[src/rtl/async_fifo_wr_arbiter_if.sv]
// Bundle between NREQ write-domain requesters, the write arbiter and the async FIFO write port.
// The slave modport is the arbiter's view; the master modport drives requesters and the FIFO flag.
interface async_fifo_wr_arbiter_if #(
    parameter int NREQ = 4,
    parameter int WID  = 32,
    parameter int IDW  = 2
);
    logic [NREQ-1:0]     req_valid;
    logic [NREQ-1:0]     req_last;
    logic [NREQ*WID-1:0] req_data;
    logic [NREQ-1:0]     req_ready;
    logic                fifo_writex;
    logic [IDW+WID-1:0]  fifo_wdata;
    logic                fifo_wfull;
    logic                gnt_valid;
    logic [IDW-1:0]      gnt_id;
    logic [15:0]         stall_cnt;

    modport master (
        output req_valid, req_last, req_data, fifo_wfull,
        input  req_ready, fifo_writex, fifo_wdata, gnt_valid, gnt_id, stall_cnt
    );

    modport slave (
        input  req_valid, req_last, req_data, fifo_wfull,
        output req_ready, fifo_writex, fifo_wdata, gnt_valid, gnt_id, stall_cnt
    );
endinterface

[src/rtl/async_fifo_wr_arbiter.sv]
// Round-robin burst arbiter feeding one async FIFO write port; each word is tagged with the
// requester ID so the read side can demultiplex. Stall cycles on FIFO full are counted.
module async_fifo_wr_arbiter #(
    parameter int NREQ     = 4,
    parameter int WID      = 32,
    parameter int IDW      = 2,
    parameter int MAXBURST = 8
) (
    input  logic                    wclk,
    input  logic                    rst_nw,
    async_fifo_wr_arbiter_if.slave  bus
);
    localparam int BCW = (MAXBURST > 1) ? $clog2(MAXBURST) : 1;
    localparam logic [BCW-1:0] LAST_BEAT = BCW'(MAXBURST - 1);

    typedef enum logic {
        IDLE  = 1'b0,
        BURST = 1'b1
    } state_t;

    state_t         state_r;
    logic [IDW-1:0] rr_ptr_r;
    logic [IDW-1:0] gnt_id_r;
    logic [BCW-1:0] beat_cnt_r;
    logic [15:0]    stall_cnt_r;

    logic           pick_found_s;
    logic [IDW-1:0] pick_id_s;
    logic [IDW-1:0] slot_s;
    logic           hit_s;
    int             idx_s;

    logic           in_burst_s;
    logic           sel_valid_s;
    logic           sel_last_s;
    logic [WID-1:0] sel_data_s;
    logic           accept_s;
    logic           stall_s;
    logic           done_s;
    logic [IDW-1:0] next_ptr_s;
    logic [NREQ-1:0] ready_s;

    // Round-robin pick: first valid requester scanning from rr_ptr upward, modulo NREQ.
    always_comb begin
        pick_found_s = 1'b0;
        pick_id_s    = '0;
        idx_s        = 0;
        slot_s       = '0;
        hit_s        = 1'b0;
        for (int k = 0; k < NREQ; k++) begin
            idx_s        = int'(rr_ptr_r) + k;
            idx_s        = (idx_s >= NREQ) ? (idx_s - NREQ) : idx_s;
            slot_s       = IDW'(idx_s);
            hit_s        = bus.req_valid[slot_s] && !pick_found_s;
            pick_id_s    = hit_s ? slot_s : pick_id_s;
            pick_found_s = pick_found_s || hit_s;
        end
    end

    assign in_burst_s  = (state_r == BURST);
    assign sel_valid_s = bus.req_valid[gnt_id_r];
    assign sel_last_s  = bus.req_last[gnt_id_r];
    assign sel_data_s  = bus.req_data[int'(gnt_id_r) * WID +: WID];

    // A full FIFO freezes the burst: no accept, no bubble release, only stall counting.
    assign accept_s   = in_burst_s && sel_valid_s && !bus.fifo_wfull;
    assign stall_s    = in_burst_s && sel_valid_s &&  bus.fifo_wfull;
    assign done_s     = (accept_s && (sel_last_s || (beat_cnt_r == LAST_BEAT)))
                     || (in_burst_s && !sel_valid_s && !bus.fifo_wfull);
    assign next_ptr_s = (gnt_id_r == IDW'(NREQ - 1)) ? '0 : (gnt_id_r + IDW'(1));

    // Only the granted requester sees ready, and only while the FIFO has room.
    always_comb begin
        ready_s           = '0;
        ready_s[gnt_id_r] = in_burst_s && !bus.fifo_wfull;
    end

    // Grant FSM, round-robin pointer, beat counter and saturating stall counter.
    always_ff @(posedge wclk or negedge rst_nw) begin
        if (!rst_nw) begin
            state_r     <= IDLE;
            rr_ptr_r    <= '0;
            gnt_id_r    <= '0;
            beat_cnt_r  <= '0;
            stall_cnt_r <= 16'h0000;
        end else begin
            stall_cnt_r <= (stall_s && (stall_cnt_r != 16'hFFFF)) ? (stall_cnt_r + 16'h0001)
                                                                 : stall_cnt_r;
            case (state_r)
                IDLE: begin
                    if (pick_found_s) begin
                        gnt_id_r   <= pick_id_s;
                        beat_cnt_r <= '0;
                        state_r    <= BURST;
                    end else begin
                        state_r    <= IDLE;
                    end
                end
                BURST: begin
                    beat_cnt_r <= accept_s ? (beat_cnt_r + BCW'(1)) : beat_cnt_r;
                    if (done_s) begin
                        rr_ptr_r <= next_ptr_s;
                        state_r  <= IDLE;
                    end else begin
                        state_r  <= BURST;
                    end
                end
                default: begin
                    state_r <= IDLE;
                end
            endcase
        end
    end

    assign bus.req_ready   = ready_s;
    assign bus.fifo_writex = accept_s;
    assign bus.fifo_wdata  = {gnt_id_r, sel_data_s};
    assign bus.gnt_valid   = in_burst_s;
    assign bus.gnt_id      = gnt_id_r;
    assign bus.stall_cnt   = stall_cnt_r;
endmodule

[src/flat_wrapper.sv]
// flat-port wrapper written by rule: the top's interface ports become plain ports
module async_fifo_wr_arbiter_flat 
#(
    parameter int NREQ     = 4,
    parameter int WID      = 32,
    parameter int IDW      = 2,
    parameter int MAXBURST = 8
)
  (wclk, rst_nw, bus_req_valid, bus_req_last, bus_req_data, bus_fifo_wfull, bus_req_ready, bus_fifo_writex, bus_fifo_wdata, bus_gnt_valid, bus_gnt_id, bus_stall_cnt);
  async_fifo_wr_arbiter_if #(.NREQ(NREQ), .WID(WID), .IDW(IDW)) bus_i ();
  input  logic wclk;
  input  logic rst_nw;
  input wire logic [$bits(bus_i.req_valid)-1:0] bus_req_valid;
  input wire logic [$bits(bus_i.req_last)-1:0] bus_req_last;
  input wire logic [$bits(bus_i.req_data)-1:0] bus_req_data;
  input wire logic [$bits(bus_i.fifo_wfull)-1:0] bus_fifo_wfull;
  output wire logic [$bits(bus_i.req_ready)-1:0] bus_req_ready;
  output wire logic [$bits(bus_i.fifo_writex)-1:0] bus_fifo_writex;
  output wire logic [$bits(bus_i.fifo_wdata)-1:0] bus_fifo_wdata;
  output wire logic [$bits(bus_i.gnt_valid)-1:0] bus_gnt_valid;
  output wire logic [$bits(bus_i.gnt_id)-1:0] bus_gnt_id;
  output wire logic [$bits(bus_i.stall_cnt)-1:0] bus_stall_cnt;
  assign bus_i.req_valid = bus_req_valid;
  assign bus_i.req_last = bus_req_last;
  assign bus_i.req_data = bus_req_data;
  assign bus_i.fifo_wfull = bus_fifo_wfull;
  assign bus_req_ready = bus_i.req_ready;
  assign bus_fifo_writex = bus_i.fifo_writex;
  assign bus_fifo_wdata = bus_i.fifo_wdata;
  assign bus_gnt_valid = bus_i.gnt_valid;
  assign bus_gnt_id = bus_i.gnt_id;
  assign bus_stall_cnt = bus_i.stall_cnt;
  async_fifo_wr_arbiter #(.NREQ(NREQ), .WID(WID), .IDW(IDW), .MAXBURST(MAXBURST)) u_core (.wclk(wclk), .rst_nw(rst_nw), .bus(bus_i));
endmodule
[config.mk]
export PLATFORM = sky130hd
export DESIGN_NAME = async_fifo_wr_arbiter_flat
export DESIGN_NICKNAME = d
export VERILOG_FILES = /design/src/rtl/async_fifo_wr_arbiter_if.sv /design/src/rtl/async_fifo_wr_arbiter.sv /design/src/flat_wrapper.sv
export SDC_FILE = /design/constraint.sdc
export NUM_CORES = 1
export LEC_CHECK = 0
export CAP_MARGIN = 20
export CELL_PAD_IN_SITES_DETAIL_PLACEMENT = 0
export CELL_PAD_IN_SITES_GLOBAL_PLACEMENT = 2
export CORE_MARGIN = 3
export CORE_UTILIZATION = 19
export CTS_CLUSTER_SIZE = 14
export DETAILED_ROUTE_END_ITERATION = 6
export GPL_ROUTABILITY_DRIVEN = 0
export GPL_TIMING_DRIVEN = 1
export PLACE_DENSITY_LB_ADDON = 0.1
export SLEW_MARGIN = 20
export SYNTH_ARGS = -nofsm -noshare
export SYNTH_HDL_FRONTEND = slang
export SYNTH_SLANG_ARGS = --single-unit
[constraint.sdc]
create_clock -name wclk -period 5.4 [get_ports wclk]
set_input_delay 0.54 -clock wclk [delete_from_list [all_inputs] [get_ports wclk]]
set_output_delay 0.54 -clock wclk [all_outputs]
set_load 0.02 [all_outputs]
; ---- Yosys cells after proc, flatten, opt, wreduce, memory -nomap -nowiden
; Index checks and enable logic that the tools add are counted.
[totals]
input_bits = 139
output_inout_bits = 58
ff_bits = 24
elab_cells = 87
[classes]
n_reduce_logical = 25
n_bitwise = 2
muxes = 29
shift = 1
eq_ne = 5
order_cmp = 10
n_addsub = 10
[op_table]
columns = operator, n
row1 = $shiftx 128x8->32, 1
row2 = $mux 2, 9
row3 = $add 16x1->16 const B, 1
row4 = $ne 16x16->1 const B, 1
row5 = $lt 2x3->1 const B, 5
row6 = $bmux 1 s2, 6
row7 = $logic_and 1x1->1, 12
row8 = $ge 3x3->1 const B, 3
row9 = $mux 1, 9
row10 = $sub 2x1->2 const B, 4
row11 = $add 2x2->3 const B, 2
row12 = $mux 3, 2
row13 = $pmux 3 s2, 1
row14 = $reduce_and 2->1, 3
row15 = $logic_not 1->1, 5
row16 = $logic_or 1x1->1, 5
row17 = $and 4x4->4, 1
row18 = $add 2x1->3 const B, 1
row19 = $add 3x1->3 const B, 1
row20 = $eq 3x3->1 const B, 1
row21 = $ge 2x3->1 const B, 1
row22 = $add 2x1->2 const B, 1
row23 = $demux 1 s2, 1
row24 = $eq 2x2->1 const B, 1
row25 = 5 further kinds, 5

; ---- Logic depth before layout (Yosys ltp)
; Gate-level depths: netlist of run 1.
[logic_depth]
word_depth = 15
ltp_mapped = 7
mapped_depth_nobuf = 6

; ---- Worst setup path before layout of run 1
; Ideal clock, no wire load.
[synth_timing]
path_kind = register -> output
startpoint = reg u_core.gnt_id_r[0] (netlist: u_core.bus.gnt_id[0])
endpoint = out bus_fifo_wdata[11]
arrival_ns = 1.727
stages_incl_launch_ff = 4
path_buffers = 2
required_time_ns = 4.860
setup_slack_ns = 3.133
cell_sequence = dfrtp_1 > buf_4 > buf_2 > mux4_2
[synth_between]
elab_chain_cells = 1
[synth_rtl]
columns = element, line_no
row1 = from (decl), async_fifo_wr_arbiter.sv:23  ; logic [IDW-1:0] gnt_id_r;
row2 = from (signal assigned), async_fifo_wr_arbiter.sv:92  ; gnt_id_r <= pick_id_s;
row3 = $shiftx 128x8->32, async_fifo_wr_arbiter.sv:63  ; assign sel_data_s = bus.req_data[int'(gnt_id_r) * WID +: WID];
row4 = to (decl), flat_wrapper.sv:19  ; output wire logic [$bits(bus_i.fifo_wdata)-1:0] bus_fifo_wdata;
; No other way between the ends.

; ---- Final worst setup path of run 1
[layout_timing]
startpoint = reg u_core.gnt_id_r[0] (netlist: u_core.bus.gnt_id[0])
endpoint = out bus_fifo_wdata[25]
; The elaborated chain is that of the path after synthesis.

==> flow_summary.ini, run 1 <==
[status]
status = complete, no violations

[cells_and_area]
final_common_cell = clkdlybuf4s50_1
mostFrequentLayoutCells = clkdlybuf4s50_1 (196), mux4_2 (33), dfrtp_1 (23), xnor2_1 (15), inv_1 (9)
num_antenna_cells = 0
nets = 515
drive_above_1_share_pct = 16.3
syn_to_final_growth_pct = 96.1

[global_route]
grt_max_degree = 40
grt_usage_pct = 15.6
grt_pass1_wl_mm = 15.8
grt-ovfl-total = 0
grt_pass1_vias = 2463
antenna_found_initial = 0

[placement]
io_buffers = 196
dp_hpwl_mm = 9.23

[yosys]
ys_async_sr_fraction_pct = 100
syn_area_um2 = 2270
ys.flop_type = dfrtp_1
syn_area_per_cell_um2 = 12.7
ys_seq_area_share_pct = 26.5
ys_warn_count = 0
synthCells = 178
ys_types = 41
ys_ff_latch = 24
synth_edf_count = 0
syn_nets = 324

[die]
die_x_um = 115
dieArea_um2 = 13300
start_util_pct = 19.6
io_pins = 197
die_h_um = 115
rows = 39
core_area_um2 = 11600

[setup_path]
path_max_fanout = 31
start_kind = register
crit_arrival_ps = 2590
endpoint_kind = output pin
critPathRequiredTime_ps = 4860
path_class = register to output pin
r2r_setup_slack_ps = 3000
critPathLaunch = u_core.bus.gnt_id[0]
reg2reg_from = u_core.bus.gnt_id[0]

[route]
postRouteAntennaNets = 0
drt_iter0_drc = 121
wirelength_mm = 11.1
drc = 0
via_count = 2342
wl_per_cell_um = 21.7
drtPass1Iterations = 4
avgViaCountPerCell = 4.58

[power]
power.density_nw_per_um2 = 400
p_total_mw = 1.78
p_leak_nw = 1.70
worst_ir_drop_vdd_uv = 163

[sta]
setup_viol_count_final = 0
holdWs_ps = 498
report.final.slew_viol_count = 0
fmax_mhz = 320
fin_crit_sh_pct = 57.9
rsz0062_at_grt = no
hold_violations = 0
worstMarginPinSlew_ps = 820
finalSetupTns_ps = 0
slew_headroom_pct = 45.2
finClkSkew_ps = 8.25
finalCriticalPeriod_ps = 3130

[clock_network]
cts_setup_buffers = 0
clk_pin_slew_ps = 60
numClockSinks = 24
clock_tree.root_cell = clkbuf_16
cts_tree = done
cts_buffers = 3
clock_path_buffers = 2
htreeDepth = 1
clk_latency_ps = 260
cts_resized = 0
cts_hold_buffers = 0

[min_path]
worstHoldPathType = register to register
holdCritStartpoint = u_core.beat_cnt_r[1]

[run]
drv_cap = 0
## registers in the layout, indices dropped and copies added, names as in the netlist
signal                flops
u_core.beat_cnt_r         3
u_core.bus.gnt_id         2
u_core.bus.gnt_valid      1
u_core.bus.stall_cnt     16
u_core.rr_ptr_r           2
## routing by layer
layer	vias up	wire length [um]	GRT usage, %	share of wire [%]
met5	-	0	0	0
met4	0	181	3.83	1.6
met3	10	864	3.26	7.8
met2	103	5520	27.0	50
met1	1145	4520	20.0	41
li1	1084	-	-	-
## layout make-up
type	instances	area (um2)
fillers	1146	7120
multi-input cells	131	1540
well taps	143	179
clock inverters	1	30.0
flip-flops and latches	24	602
clock buffers	3	75.1
repair buffers	200	1990
inverters	9	33.8
## worst max-delay path: stages, from the launching register on
cell and delay (ps):
dfrtp_2 610, buf_4 530, mux4_2 580, clkdlybuf4s50_1 570
## where the power goes
part | internal, mW | leakage [nW] | switching, mW
sequential | 0.226 | 0.313 | 0.0761
combinational | 0.690 | 1.34 | 0.573
clock | 0.148 | 0.0511 | 0.0690
## cells in the mapped netlist (2+ instances only)
cell type / number / area [um2]
nand3_1: 5 / 25.0
a21oi_1: 2 / 10.0
xnor2_1: 15 / 131
ha_1: 7 / 87.6
nor4_1: 2 / 12.5
mux2i_1: 4 / 40.0
o2111ai_1: 4 / 35.0
nor2_1: 8 / 30.0
buf_4: 4 / 30.0
inv_1: 9 / 33.8
mux4_2: 33 / 743
buf_2: 5 / 25.0
nand2_1: 3 / 11.3
mux2_2: 6 / 67.6
nand3b_1: 2 / 15.0
dfrtp_1: 24 / 601
o21ai_0: 2 / 10.0
and3_1: 3 / 18.8
nor2b_1: 3 / 18.8
o22ai_1: 2 / 12.5
and2_1: 6 / 37.5
buf_1: 2 / 7.51
o211ai_2: 7 / 87.6
a21o_1: 3 / 22.5
## kinds of logic (layout without fill, tap and decap cells)
logic type	Yosys count	after routing	share of synthesized area [%]
multiplexers	43	43	37.5
AND/OR/NAND/NOR	39	39	9.93
AO/OA/AOI/OAI	27	27	10.6
flip-flops	24	24	26.5
buffers and inverters	23	213	5.79
XOR/XNOR	15	15	5.79
adder cells (fa/ha/maj)	7	7	3.86
## metrics by stage
step                      util [%]  std cells  worst slack, ps  instance area, um2
final                         38.5        511             2270                4450
after detailed placement      37.6        507             2480                4340
after global routing          38.5        511             2070                4450
after global placement        37.6        507             2480                4340
after CTS                     38.5        511             2190                4450
after floorplan                  -        178             3130                2270
## worst paths after layout
check / end / depth (start not counted)
worst max-delay path: bus_fifo_wdata[25] / 3
worst min-delay path: u_core.beat_cnt_r[1] / 1
worst max register to register: u_core.rr_ptr_r[0] / 5
worst min register to register: u_core.beat_cnt_r[1] / 1
max in group asynchronous: u_core.bus.gnt_id[0] / 2
min in group asynchronous: u_core.bus.stall_cnt[6] / 2
(Power assumes the default switching activity.)
==> run 2: changes to the inputs <==
Settings changed: CORE_UTILIZATION 19 to 16.
Clock period 5.4 ns to 2.6 ns, I/O delays scaled along.
==> run 2 against run 1 <==
  * Combinational power increased by 120%
  * Register-to-register slack worse by 2400 ps
  * Core utilization down 4.8 points
  * Sequential power grew 110%
  * Cell count rose by 7.6%
  * First-iteration DRC count down 28%
==> flow_summary.ini, run 2 (synthesis results as in run 1) <==
[status]
status = complete, no violations

[setup_path]
path_class = register to output pin
critPathRequiredTime_ps = 2340
r2r_setup_slack_ps = 570
endpoint_kind = output pin
reg2regPathDepth = 5
path_max_fanout = 13
critical_path_cell_count = 3
reg2reg_from = u_core.bus.stall_cnt[0]
crit_arrival_ps = 2170
timing.critical_path.buf_inv = 2
max_stage_delay_ps = 580
start_kind = register
critical-path-top-delay-family = buffers and inverters
cp_cell_sequence = buf_4 -> mux4_2 -> clkdlybuf4s50_1
critPathLaunch = u_core.bus.gnt_id[0]
worstReg2RegEnd = u_core.bus.stall_cnt[1]
crit_slowest_cell = dfrtp_2

[power]
p_leak_nw = 1.74
p_sw_share_pct = 39.7
p_total_mw = 3.81
p_comb_share_pct = 71.9
pwr-share-seq_pct = 16.7
power.density_nw_per_um2 = 834
p_clk_share_pct = 11.4
worst_ir_drop_vdd_uv = 316
p_int_mw = 2.30
switchingPower_mw = 1.51

[global_route]
antenna_found_initial = 1
grt-ovfl-total = 0
grt_usage_pct = 14.2
grt_pass1_wl_mm = 17.0
grt_pass1_vias = 2456
grt_max_degree = 26

[clock_network]
cts_buffers = 3
clock_tree.root_cell = clkbuf_16
clock_path_buffers = 2
numClockSinks = 24
htreeDepth = 1
cts_hold_buffers = 0
cts_setup_buffers = 0
clk_latency_ps = 260
cts_tree = done
cts_resized = 0
clk_pin_slew_ps = 60

[cells_and_area]
multi_input_area_um2 = 1540
largest_register_ffs = 16
mostFrequentLayoutCells = clkdlybuf4s50_1 (196), mux4_2 (33), dfrtp_1 (23), xnor2_1 (15), inv_1 (9)
regArea_um2 = 602
stdcell_area_um2 = 4570
syn_to_final_growth_pct = 101
final_common_cell = clkdlybuf4s50_1
n_fill_cell = 1360
nets = 520
drive_above_1_share_pct = 17.4

[die]
start_util_pct = 16.7
die_x_um = 125
die_h_um = 125
io_pins = 197
rows = 42
core_area_um2 = 13600
dieArea_um2 = 15600

[sta]
fmax_mhz = 412
finalCriticalPeriod_ps = 2430
setup_viol_count_final = 0
rsz0062_at_grt = no
slew_headroom_pct = 52.8
hold_violations = 0
fin_crit_sh_pct = 93.4
finalSetupTns_ps = 0
worst_slack_ps = 172
finClkSkew_ps = 6.78
worstMarginPinSlew_ps = 701
holdWs_ps = 369
report.final.slew_viol_count = 0

[placement]
placed_area_um2 = 4460
dp_hpwl_mm = 9.89
io_buffers = 196
dpl_worst_slack_ps = 307

[min_path]
worstHoldPathType = primary input to async pin

[route]
wirelength_mm = 11.6
wl_per_cell_um = 21.1
drc = 0
drtPass1Iterations = 4
drt_iter0_drc = 87
via_count = 2406
postRouteAntennaNets = 0
avgViaCountPerCell = 4.37

[run]
drv_cap = 0
run 2: how the worst max path moves through the flow:
| stage | to | slack [ps] |
|---|---|---|
| finish | bus_fifo_wdata[6] | 170 |
| global route | bus_fifo_wdata[17] | 90 |
| detailed placement | bus_fifo_writex | 310 |
| CTS | bus_fifo_wdata[17] | 130 |
| global placement | bus_fifo_writex | 350 |
| floorplan | bus_fifo_wdata[11] | 610 |
run 2: final cells by class:
type | count | area share, %
Timing Repair Buffer | 205 | 45.3
Multi-Input combinational cell | 131 | 33.6
Sequential cell | 24 | 13.2
Tap cell | 176 | 4.82
Clock buffer | 3 | 1.64
Inverter | 9 | 0.740
Clock inverter | 1 | 0.658
Antenna cell | 1 | 0.0548
run 2: metal layers:
layer / track usage (%) / share of wire, % / up-vias
met2: 25.2 / 51 / 113
met5: 0 / 0 / -
met4: 3.19 / 1.7 / 0
met3: 4.22 / 8.3 / 8
li1: - / - / 1100
met1: 17.1 / 38 / 1185
run 2: power groups by stage:
stage                     registers (mW)  logic, mW  clock network (mW)
after floorplan                    0.648       1.51                   0
after global placement             0.645       2.80                   0
after detailed placement           0.647       2.78                   0
after CTS                          0.640       2.79               0.457
after global routing               0.659       2.91               0.473
final                              0.636       2.74               0.435
run 2: per-stage QoR:
stage | std cells | util, %
2_1_floorplan | 178 | -
4_1_cts | 549 | 33.7
3_5_place_dp | 545 | 32.9
3_3_place_gp | 545 | 32.9
6_report | 550 | 33.7
5_1_grt | 550 | 33.7
==> run 3: changes to the inputs <==
Settings changed: CAP_MARGIN 20 to default.
==> results of run 3 <==
Final layout, timing and power as in run 2 (identical DEF).
